$ cat src/rtl/alu_cmd_deframer.sv
// -----------------------------------------------------------------------------
// alu_cmd_deframer
//
// Byte-stream command parser between the UART receiver and alu32. It hunts for
// a sync byte, then assembles an opcode byte and two little-endian operands.
// The finished command is presented to the ALU over a valid/ready handshake.
//
// Build option:
//   ALU_CMD_CHECKSUM_EN - when defined, a checksum byte follows operand B. It
//                         must equal the XOR of the opcode byte and all operand
//                         bytes, otherwise the frame is dropped with error_o.
//
// Ports:
//   clk_i        in   1        clock
//   reset_i      in   1        asynchronous active-high reset
//   valid_i      in   1        byte valid from UART receiver
//   data_i       in   8        received byte
//   ready_o      out  1        byte accepted this cycle when valid_i is high
//   ready_i      in   1        ALU ready to take the command
//   valid_o      out  1        command valid to ALU
//   opcode_o     out  2        0 Nop, 1 Add, 2 Mul, 3 Div
//   operand_a_o  out  width_p  operand A
//   operand_b_o  out  width_p  operand B
//   error_o      out  1        one-cycle pulse when a frame is dropped
//
// state     | meaning
// ----------+-----------------------------------------------------------------
// ST_SYNC   | discard bytes until the sync byte arrives
// ST_OPCODE | next byte is the opcode; upper six bits must be zero
// ST_OPER_A | collect NB bytes of operand A, LSB first
// ST_OPER_B | collect NB bytes of operand B, LSB first
// ST_CHECK  | (checksum build only) compare received byte with running XOR
// ST_ISSUE  | hold command on the ALU interface until ready_i
// -----------------------------------------------------------------------------
module alu_cmd_deframer #(
  parameter logic [7:0] sync_byte_p = 8'hA5,
  parameter int         width_p     = 32
) (
  input  logic               clk_i,
  input  logic               reset_i,
  input  logic               valid_i,
  input  logic [7:0]         data_i,
  output logic               ready_o,
  input  logic               ready_i,
  output logic               valid_o,
  output logic [1:0]         opcode_o,
  output logic [width_p-1:0] operand_a_o,
  output logic [width_p-1:0] operand_b_o,
  output logic               error_o
);

  localparam int NB    = width_p / 8;
  localparam int CNT_W = (NB > 1) ? $clog2(NB) : 1;

`ifdef ALU_CMD_CHECKSUM_EN
  typedef enum logic [2:0] {
    ST_SYNC, ST_OPCODE, ST_OPER_A, ST_OPER_B, ST_CHECK, ST_ISSUE
  } state_t;
`else
  typedef enum logic [2:0] {
    ST_SYNC, ST_OPCODE, ST_OPER_A, ST_OPER_B, ST_ISSUE
  } state_t;
`endif

  state_t             r_state;
  state_t             w_state_next;
  logic               w_error_next;
  logic               w_accept;
  logic               w_cnt_last;
  logic               w_op_ok;
  logic [CNT_W-1:0]   r_cnt;
  logic [1:0]         r_opcode;
  logic [width_p-1:0] r_oper_a;
  logic [width_p-1:0] r_oper_b;
  logic               r_error;
`ifdef ALU_CMD_CHECKSUM_EN
  logic [7:0]         r_xor;
`endif

  assign ready_o     = (r_state != ST_ISSUE);
  assign valid_o     = (r_state == ST_ISSUE);
  assign opcode_o    = r_opcode;
  assign operand_a_o = r_oper_a;
  assign operand_b_o = r_oper_b;
  assign error_o     = r_error;

  assign w_accept   = valid_i && ready_o;
  assign w_cnt_last = (r_cnt == CNT_W'(NB - 1));
  assign w_op_ok    = (data_i[7:2] == 6'd0);

  always_ff @(posedge clk_i or posedge reset_i) begin
    if (reset_i) begin
      r_state <= ST_SYNC;
    end else begin
      r_state <= w_state_next;
    end
  end

  always_comb begin
    w_state_next = r_state;
    w_error_next = 1'b0;
    case (r_state)
      ST_SYNC: begin
        if (w_accept && (data_i == sync_byte_p)) w_state_next = ST_OPCODE;
      end
      ST_OPCODE: begin
        if (w_accept) begin
          if (w_op_ok) begin
            w_state_next = ST_OPER_A;
          end else begin
            w_state_next = ST_SYNC;
            w_error_next = 1'b1;
          end
        end
      end
      ST_OPER_A: begin
        if (w_accept && w_cnt_last) w_state_next = ST_OPER_B;
      end
      ST_OPER_B: begin
`ifdef ALU_CMD_CHECKSUM_EN
        if (w_accept && w_cnt_last) w_state_next = ST_CHECK;
`else
        if (w_accept && w_cnt_last) w_state_next = ST_ISSUE;
`endif
      end
`ifdef ALU_CMD_CHECKSUM_EN
      ST_CHECK: begin
        if (w_accept) begin
          if (data_i == r_xor) begin
            w_state_next = ST_ISSUE;
          end else begin
            w_state_next = ST_SYNC;
            w_error_next = 1'b1;
          end
        end
      end
`endif
      ST_ISSUE: begin
        if (ready_i) w_state_next = ST_SYNC;
      end
      default: w_state_next = ST_SYNC;
    endcase
  end

  // Datapath: operands are overwritten positionally, so no clearing is needed
  // between frames; every byte of both operands is rewritten by a full frame.
  always_ff @(posedge clk_i or posedge reset_i) begin
    if (reset_i) begin
      r_cnt    <= '0;
      r_opcode <= 2'd0;
      r_oper_a <= '0;
      r_oper_b <= '0;
      r_error  <= 1'b0;
`ifdef ALU_CMD_CHECKSUM_EN
      r_xor    <= 8'd0;
`endif
    end else begin
      r_error <= w_error_next;
      case (r_state)
        ST_OPCODE: begin
          if (w_accept && w_op_ok) begin
            r_opcode <= data_i[1:0];
            r_cnt    <= '0;
`ifdef ALU_CMD_CHECKSUM_EN
            r_xor    <= data_i;
`endif
          end
        end
        ST_OPER_A: begin
          if (w_accept) begin
            r_oper_a[8*r_cnt +: 8] <= data_i;
            r_cnt <= w_cnt_last ? '0 : r_cnt + CNT_W'(1);
`ifdef ALU_CMD_CHECKSUM_EN
            r_xor <= r_xor ^ data_i;
`endif
          end
        end
        ST_OPER_B: begin
          if (w_accept) begin
            r_oper_b[8*r_cnt +: 8] <= data_i;
            r_cnt <= w_cnt_last ? '0 : r_cnt + CNT_W'(1);
`ifdef ALU_CMD_CHECKSUM_EN
            r_xor <= r_xor ^ data_i;
`endif
          end
        end
        default: ;
      endcase
    end
  end

endmodule
$ cat config.mk
export PLATFORM = sky130hd
export DESIGN_NAME = alu_cmd_deframer
export DESIGN_NICKNAME = d
export VERILOG_FILES = /design/src/rtl/alu_cmd_deframer.sv
export SDC_FILE = /design/constraint.sdc
export NUM_CORES = 1
export LEC_CHECK = 0
export BUFFER_PORTS_ARGS = -buffer_cell sky130_fd_sc_hd__buf_2
export CORE_MARGIN = 2
export CORE_UTILIZATION = 47
export CTS_BUF_LIST = sky130_fd_sc_hd__clkbuf_8 sky130_fd_sc_hd__clkbuf_16
export DETAILED_ROUTE_END_ITERATION = 16
export GPL_ROUTABILITY_DRIVEN = 0
export PLACE_DENSITY = 0.8
export SETUP_SLACK_MARGIN = 0.4
export SYNTH_ARGS = -nofsm -noshare
export SYNTH_HDL_FRONTEND = slang
export SYNTH_SLANG_ARGS = --single-unit
$ cat constraint.sdc
create_clock -name clk_i -period 2.23 [get_ports clk_i]
set_clock_uncertainty 0.1 [all_clocks]
set_input_delay 0.223 -clock clk_i [delete_from_list [all_inputs] [get_ports clk_i]]
set_output_delay 0.223 -clock clk_i [all_outputs]
set_load 0.03 [all_outputs]
; ---- After elaboration in Yosys (flattened, before gate mapping)
; Cells that the tools add are included.
[classes]
n_eq_ne = 14
reduce_logical = 13
shifts = 2
addsub = 2
muxes = 16
[op_table]
columns = operator, n
row1 = bitwise mux 32 bit, 2
row2 = negation 5 -> 34 bit, 1
row3 = "variable shift 8 x 34 -> 32 bit, first input constant", 1
row4 = indexed part select 8 x 34 -> 32 bit, 1
row5 = 2-to-1 mux 3 bit, 5
row6 = case mux 3 bit (5 select lines), 1
row7 = "!= test 2 bit, second input constant", 6
row8 = "== test 8 bit, second input constant", 1
row9 = 2-to-1 mux 2 bit, 4
row10 = "== test 3 x 2 -> 1 bit, second input constant", 2
row11 = zero test 6 bit, 1
row12 = AND reduction 2 bit, 3
row13 = AND reduction 5 bit, 1
row14 = logical AND 1 bit, 4
row15 = case mux 2 bit (2 select lines), 1
row16 = "== test 3 x 1 -> 1 bit, second input constant", 1
row17 = "== test 3 bit, second input constant", 1
row18 = zero test 3 bit, 1
row19 = 2-to-1 mux 1 bit, 3
row20 = "!= test 3 bit, second input constant", 1
row21 = AND reduction 3 bit, 1
row22 = "adder 2 x 1 -> 2 bit, second input constant", 1
row23 = "== test 2 bit, second input constant", 1
row24 = "!= test 2 x 1 -> 1 bit, second input constant", 1
row25 = 2 further kinds, 2
[totals]
input_bits = 12
wordCells = 53
output_inout_bits = 69
ff_bits = 72

; ---- Depth between registers and ports, before layout
; Gate-level depths: netlist of run 1.
[logic_depth]
depth_word = 5
mapped_depth = 5
depth_no_buf = 5

; ---- Least setup slack after synthesis of run 1
; No wires, ideal clock.
[synth_path]
path_kind = register to register
startpoint = register r_cnt[0]
endpoint = register r_oper_a[0] (netlist: operand_a_o[0])
t_arrival_ns = 1.576
n_path_buf = 0
stages_incl_launch_ff = 6
setup_ns = 0.065
period_less_slack_ns = 1.741
slack_ns = 0.489
t_required_ns = 2.065
cell_sequence = dfrtp_1 inv_1 ha_1 nor3b_1 and2_1 mux2_2
[synth_via]
elab_chain_cells = 3
elab_cells_between_ends = 4
cone_classes = add/sub: 1 / shift: 2 / mux: 1
[synth_rtl]
columns = item, line_no
row1 = start: declaration, 71  ; logic [CNT_W-1:0] r_cnt;
row2 = start signal: assignment, 172  ; r_cnt <= w_cnt_last ? '0 : r_cnt + CNT_W'(1);
row3 = start signal: assignment, 181  ; r_cnt <= w_cnt_last ? '0 : r_cnt + CNT_W'(1);
row4 = negation 5 -> 34 bit (*), 171  ; r_oper_a[8*r_cnt +: 8] <= data_i;
row5 = indexed part select 8 x 34 -> 32 bit / variable shift 8 x 34 -> 32 bit (equally long branches), 171
row6 = bitwise mux 32 bit (*), 171
row7 = end signal: indexed assignment, 171
row8 = end: declaration, 73  ; logic [width_p-1:0] r_oper_a;
; Mark *: on every way between the ends. The rest lies on a longest branch, timed or not.
; A chain may end at the register's enable or synchronous reset.

; ---- Worst setup path in the final report of run 1
[layout_path]
startpoint = register r_cnt[0]
endpoint = register r_oper_a[31] (netlist: operand_a_o[31])
; Same word-level chain as after synthesis.

==> run metrics, run 1 <==
IO Port Bufs=80; Cells after Synth=222; Clock Latency Late Sink=340 ps; register area=1800 µm²; area share of the largest cell type after synthesis=0.571; Avg Cell Area, Syn=14.2 µm²; Peak supply drop=0.560 mV; largest area contributor in the netlist=dfrtp_1; # Max-Cap Violations=0; DP Wirelength=4.59 mm; Power Dens Cells=690 nW/µm²; area occupied by multi-input gates=1390 µm²; count of state elements after synthesis=72; CTS Buffer Depth=2; ys flop type=dfrtp_1; FF-to-FF path depth=5; post-synth net total=239; diode count=0; hold_sp=data_i[1]; CP Class=reg -> reg; drt via density=5.35; chip width=86.0 µm; reg2reg start=r_cnt[0]; startpoint types=register; Synth cell types=33; period utilisation layout=0.796; Syn. warnings=0; Critical Path AT=1900 ps; first-pass GRT wire length=11.1 mm; Post-Route Setup TNS=0 ps; Worst Hold End=opcode_o[1]; fill cell count=522; min Tclk post-route=1780 ps; die area=7390 µm²; Clk pin slew, worst setup/hold paths=80 ps; R2R Path End=operand_a_o[31]; Crit path max-delay family=flip-flops; max_slew headroom=0.714; layout cells sized above 1=0.583; DRC=0; TritonCTS buffer count=9; Die Ht=86.0 µm; Routed WL=6.97 mm; RSZ-0062 raised after global routing=no; CTS tree=yes; number of global-route vias before repair=2129; final setup vio count=0; DR WL/cell=17.5 µm; Slew Viols, Final=0; CP peak stage delay=350 ps; ordered cell list for the critical path=buf_4 -> ha_2 -> nor3b_4 -> buf_12 -> mux2_2; initial antenna violation count=0; DP Area=3670 µm²; CTS sink cnt=72; r2r setup slk=450 ps; Final nets=333; Slew @ Worst Pin=425 ps; CTS root buffer=clkbuf_8; routed via count=2128; H-Tree Depth=3; Fmax=563 MHz; worst slack, placed=146 ps; number of flops mapped to enable cells by yosys=0; Initial DRT Pass Iterations=4; area grow syn2layout=26.9%; row cnt=29; drt initial violations=66; Setup WS post-layout=455 ps; crit end category=register; gr ovfl total=0; Hold Crit Class=in -> reg; io pins=81; Crit path required time=2350 ps; ys async rst share=1.00; crit path buf inv count=2; Tot GR Track Use=0.201; crit path max fanout=8; sequential share of the synthesized area=0.571; largest net degree at the start of global routing=73; synth top area cells=dfrtp_1 (57%), mux2_2 (23%), and2_1 (6.3%); Detail Route Antenna Nets=0; worst hold stages=2; Pleak=2.25 nW; final hold vios=0; hold slack=137 ps; Initial Utilization=0.492; Post-Layout Inst Area=4010 µm²; Synth Cell Area=3160 µm²; status=finished clean; Core ar.=6420 µm²; critical path's slowest cell=dfrtp_1
## synth_stat cells, types with 2 or more instances
cell and count:
a31o_2 2, and2_1 32, and3b_1 3, and4b_1 2, buf_4 2, dfrtp_1 72, ha_1 5, inv_1 4
mux2_2 65, nand2_2 6, nand3_1 2, nor2_1 2, nor3_1 3, nor3b_1 3
## layout by cell type, fill, tap and decap left out, types with 2 or more instances in the layout
cell type | netlist | layout
buf_12 | 0 | 2
dfrtp_1 | 72 | 72
ha_1 | 5 | 2
and3b_1 | 3 | 2
and2_1 | 32 | 31
clkbuf_8 | 0 | 11
inv_1 | 4 | 2
nor2_1 | 2 | 2
nor3b_4 | 1 | 4
ha_4 | 0 | 2
nor3_1 | 3 | 3
nand3_1 | 2 | 2
a31o_2 | 2 | 2
clkinv_2 | 0 | 2
mux2_2 | 65 | 65
bufinv_16 | 0 | 2
buf_2 | 1 | 80
and4b_1 | 2 | 2
dlygate4sd3_1 | 0 | 2
buf_4 | 2 | 2
nand2_2 | 6 | 6
## metal layers
metal	global-route usage	share of wire
met1	0.258	0.44
met5	0	0
met3	0.0674	0.062
met2	0.326	0.49
met4	0.0548	0.012
## state kept, by name, indices dropped and copies added (netlist names)
register and count:
operand_a_o 32, operand_b_o 32, r_state 3, opcode_o 2, r_cnt 2, error_o 1
## worst reg2reg max path, delay by kind of cell (launching register included)
family,cells,cell delay [ps]
buffers and inverters,2,350
adders and majority gates,1,280
DFF,1,350
and+or+nand+nor,1,250
muxes,1,330
## final cells by class
| class | instances | share of cell area |
|---|---|---|
| clock buffer | 11 | 0.0378 |
| multi-input combinational | 143 | 0.346 |
| timing repair buffer | 86 | 0.119 |
| sequential | 72 | 0.449 |
| clock inverter | 5 | 0.0197 |
| inverter | 4 | 0.00468 |
| tap | 77 | 0.0240 |
## what timing repair did
item                                   4_1_cts  5_1_grt
setup endpoints to repair                   48       64
gates resized for setup                      4       10
pin swaps                                    0        1
hold buffers                                 2        0
cloned                                       0        0
setup buffers                                1        1
endpoints found under the hold margin       73        0
## how the worst max path moves through the flow
stage	start	to	slack, ps	cells after the start
after detailed placement	r_cnt[1]	operand_a_o[4]	150	5
after global placement	r_cnt[1]	operand_a_o[26]	170	5
final	r_cnt[0]	operand_a_o[31]	450	5
after floorplan	r_cnt[0]	operand_a_o[0]	490	5
after global routing	r_state[0]	valid_o	400	4
after CTS	r_cnt[1]	operand_a_o[4]	380	5
## cells by family (layout without fill, tap and decap cells)
kind of cell	after synthesis	after routing	share of synthesized area
simple gates	65	65	0.146
mux	66	66	0.235
buf+inv	7	106	0.0111
flops	72	72	0.571
fa+ha+maj	5	5	0.0198
compound gates	7	7	0.0170
## power breakdown
| part | internal, mW | switching [mW] |
|---|---|---|
| Clock | 0.689 | 0.462 |
| Combinational | 0.116 | 0.166 |
| Sequential | 1.32 | 0.00970 |
| Total | 2.13 | 0.638 |
## metrics by stage
stage	utilization	cells	power [mW]
after floorplan	-	222	1.50
after CTS	0.616	397	2.76
after detailed placement	0.571	378	1.59
after global placement	0.571	378	1.58
final	0.624	398	2.77
after global routing	0.624	398	2.89
No activity file was read; power rests on OpenSTA's default activity.
==> run 2, diff against run 1 <==
Clock period 2.23 ns to 1.44 ns, I/O delays scaled along.
==> run metrics, run 2 (synthesis results as in run 1) <==
Die Ht=86.0 µm (unchanged); R2R Path End=operand_b_o[16]; first-pass GRT wire length=13.4 mm (+21%); DRC=0 (unchanged); area grow syn2layout=62.8%; hold_sp=data_i[0]; status=finished, violations left; power share of the combinational group=0.138 (+0.036); most frequent cells in the layout=buf_6 (76), dfrtp_1 (69), mux2_2 (51), buf_4 (46), and2_4 (32); chip width=86.0 µm (unchanged); Psw=1.10 mW (+73%); layout cells sized above 1=0.767 (+0.184); die area=7390 µm² (unchanged); startpoint types=register; crit end category=register; reg2reg start=r_cnt[0]; routed via count=2433 (+14%); Clk pin slew, worst setup/hold paths=70 ps (about the same); CTS root buffer=clkbuf_8; drt via density=5.41 (+1.1%); crit path max fanout=8 (unchanged); Initial DRT Pass Iterations=4 (unchanged); placed insts=398 (+5.3%); H-Tree Depth=3 (unchanged); Post-Layout Inst Area=5140 µm² (+28%); IO Port Bufs=80 (unchanged); Worst Hold End=opcode_o[0]; Fmax=585 MHz (+3.9%); r2r setup slk=-270 ps (-720 ps); commonest non-fill, non-tap cell in the layout=buf_6; number of global-route vias before repair=2503 (+18%); FF-to-FF path depth=6 (+1); row cnt=29 (unchanged); worst slack, placed=-310 ps (-456 ps); CTS tree=yes; CTS sink cnt=72 (unchanged); gr ovfl total=0 (unchanged); Hold Crit Class=in -> reg; final cell count without fillers=450 (+13%); period utilisation layout=1.19 (+0.391); io pins=81 (unchanged); Power Dens Cells=919 nW/µm² (+33%); Final nets=385 (+16%); worst hold stages=2 (unchanged); TritonCTS buffer count=9 (unchanged); CP Class=reg -> reg; # Max-Cap Violations=0 (unchanged); Slew @ Worst Pin=634 ps (+209 ps); diode count=0 (unchanged); final hold vios=0 (unchanged); violated checks=setup timing; Tot GR Track Use=0.245 (+0.0443); Critical Path AT=1850 ps (-50 ps); DP Wirelength=4.94 mm (+7.6%); Setup WS post-layout=-269 ps (-724 ps); Post-Route Setup TNS=-14540 ps (-14540 ps); largest net degree at the start of global routing=73 (unchanged); Crit path required time=1580 ps (-770 ps); Routed WL=9.02 mm (+29%); initial antenna violation count=0 (unchanged); Clock Latency Late Sink=360 ps (+20 ps); Initial Utilization=0.492 (unchanged); drt initial violations=117 (+77%); final setup vio count=71 (+71); RSZ-0062 raised after global routing=yes; DP Area=3870 µm² (+5.6%); Core ar.=6420 µm² (unchanged); Slew Viols, Final=0 (unchanged); DR WL/cell=20.0 µm (+14%); Peak supply drop=0.654 mV (+17%); Detail Route Antenna Nets=0 (unchanged); CTS Buffer Depth=2 (unchanged); Pleak=2.72 nW (+21%); min Tclk post-route=1710 ps (-66.0 ps); Switching Fraction=0.233 (+0.00269); sequential share of power=0.439 (-0.043); max_slew headroom=0.574 (-0.140); clock network power share=0.422 (+0.006); cell internal pwr=3.62 mW (+70%)
## run 2: power by group through the flow
stage               clock network [mW]  registers, mW  logic [mW]
floorplan                            0           2.15       0.200
CTS                               2.02           2.07       0.529
global route                      2.11           2.08       0.688
global placement                     0           2.10       0.405
detailed placement                   0           2.11       0.415
finish                            1.99           2.08       0.653
## run 2: stage by stage
stage / total power, mW / hold slack, ps / utilization
floorplan: 2.35 / 156 / -
finish: 4.72 / 86.1 / 0.800
CTS: 4.63 / 42.0 / 0.763
global route: 4.88 / 74.4 / 0.800
global placement: 2.51 / 167 / 0.603
detailed placement: 2.52 / 179 / 0.603
## run 2: metal layers
metal	routed length, µm	GRT usage	part of all wire
met5	0	0	0
met4	198	0.107	0.022
met3	500	0.0549	0.055
met2	4730	0.407	0.52
met1	3590	0.307	0.40
## run 2: area by class of cell
type | count | area (µm²)
clock buffer | 11 | 151
clock inverter | 5 | 103
tap | 77 | 96.3
sequential | 72 | 1810
inverter | 4 | 23.8
timing repair buffer | 137 | 1320
fill | 345 | 1280
multi-input combinational | 144 | 1640
## run 2: worst max-delay path by stage
stage,slack [ps],endpoint,start
6_report,-270,operand_b_o[16],r_cnt[0]
5_1_grt,-290,operand_a_o[9],r_cnt[0]
2_1_floorplan,-170,operand_a_o[24],r_cnt[0]
4_1_cts,-230,operand_b_o[13],r_cnt[1]
3_5_place_dp,-310,operand_a_o[29],r_cnt[1]
3_3_place_gp,-230,operand_b_o[26],r_cnt[1]
## run 2: repair_timing
action                                  in CTS  in global routing
endpoints found under the setup margin     141                141
hold buffers                                 2                  0
hold endpoints to repair                    73                  0
pin swaps                                   19                 14
setup buffers                               15                 18
cloned                                       1                  0
gates resized for setup                    190                 32
## run 2: critical path, stage by stage (launching register included)
cell and delay (ps):
dfrtp_2 450, inv_4 100, ha_4 230, nor3b_4 160, buf_6 130, and2_4 160, mux2_2 260
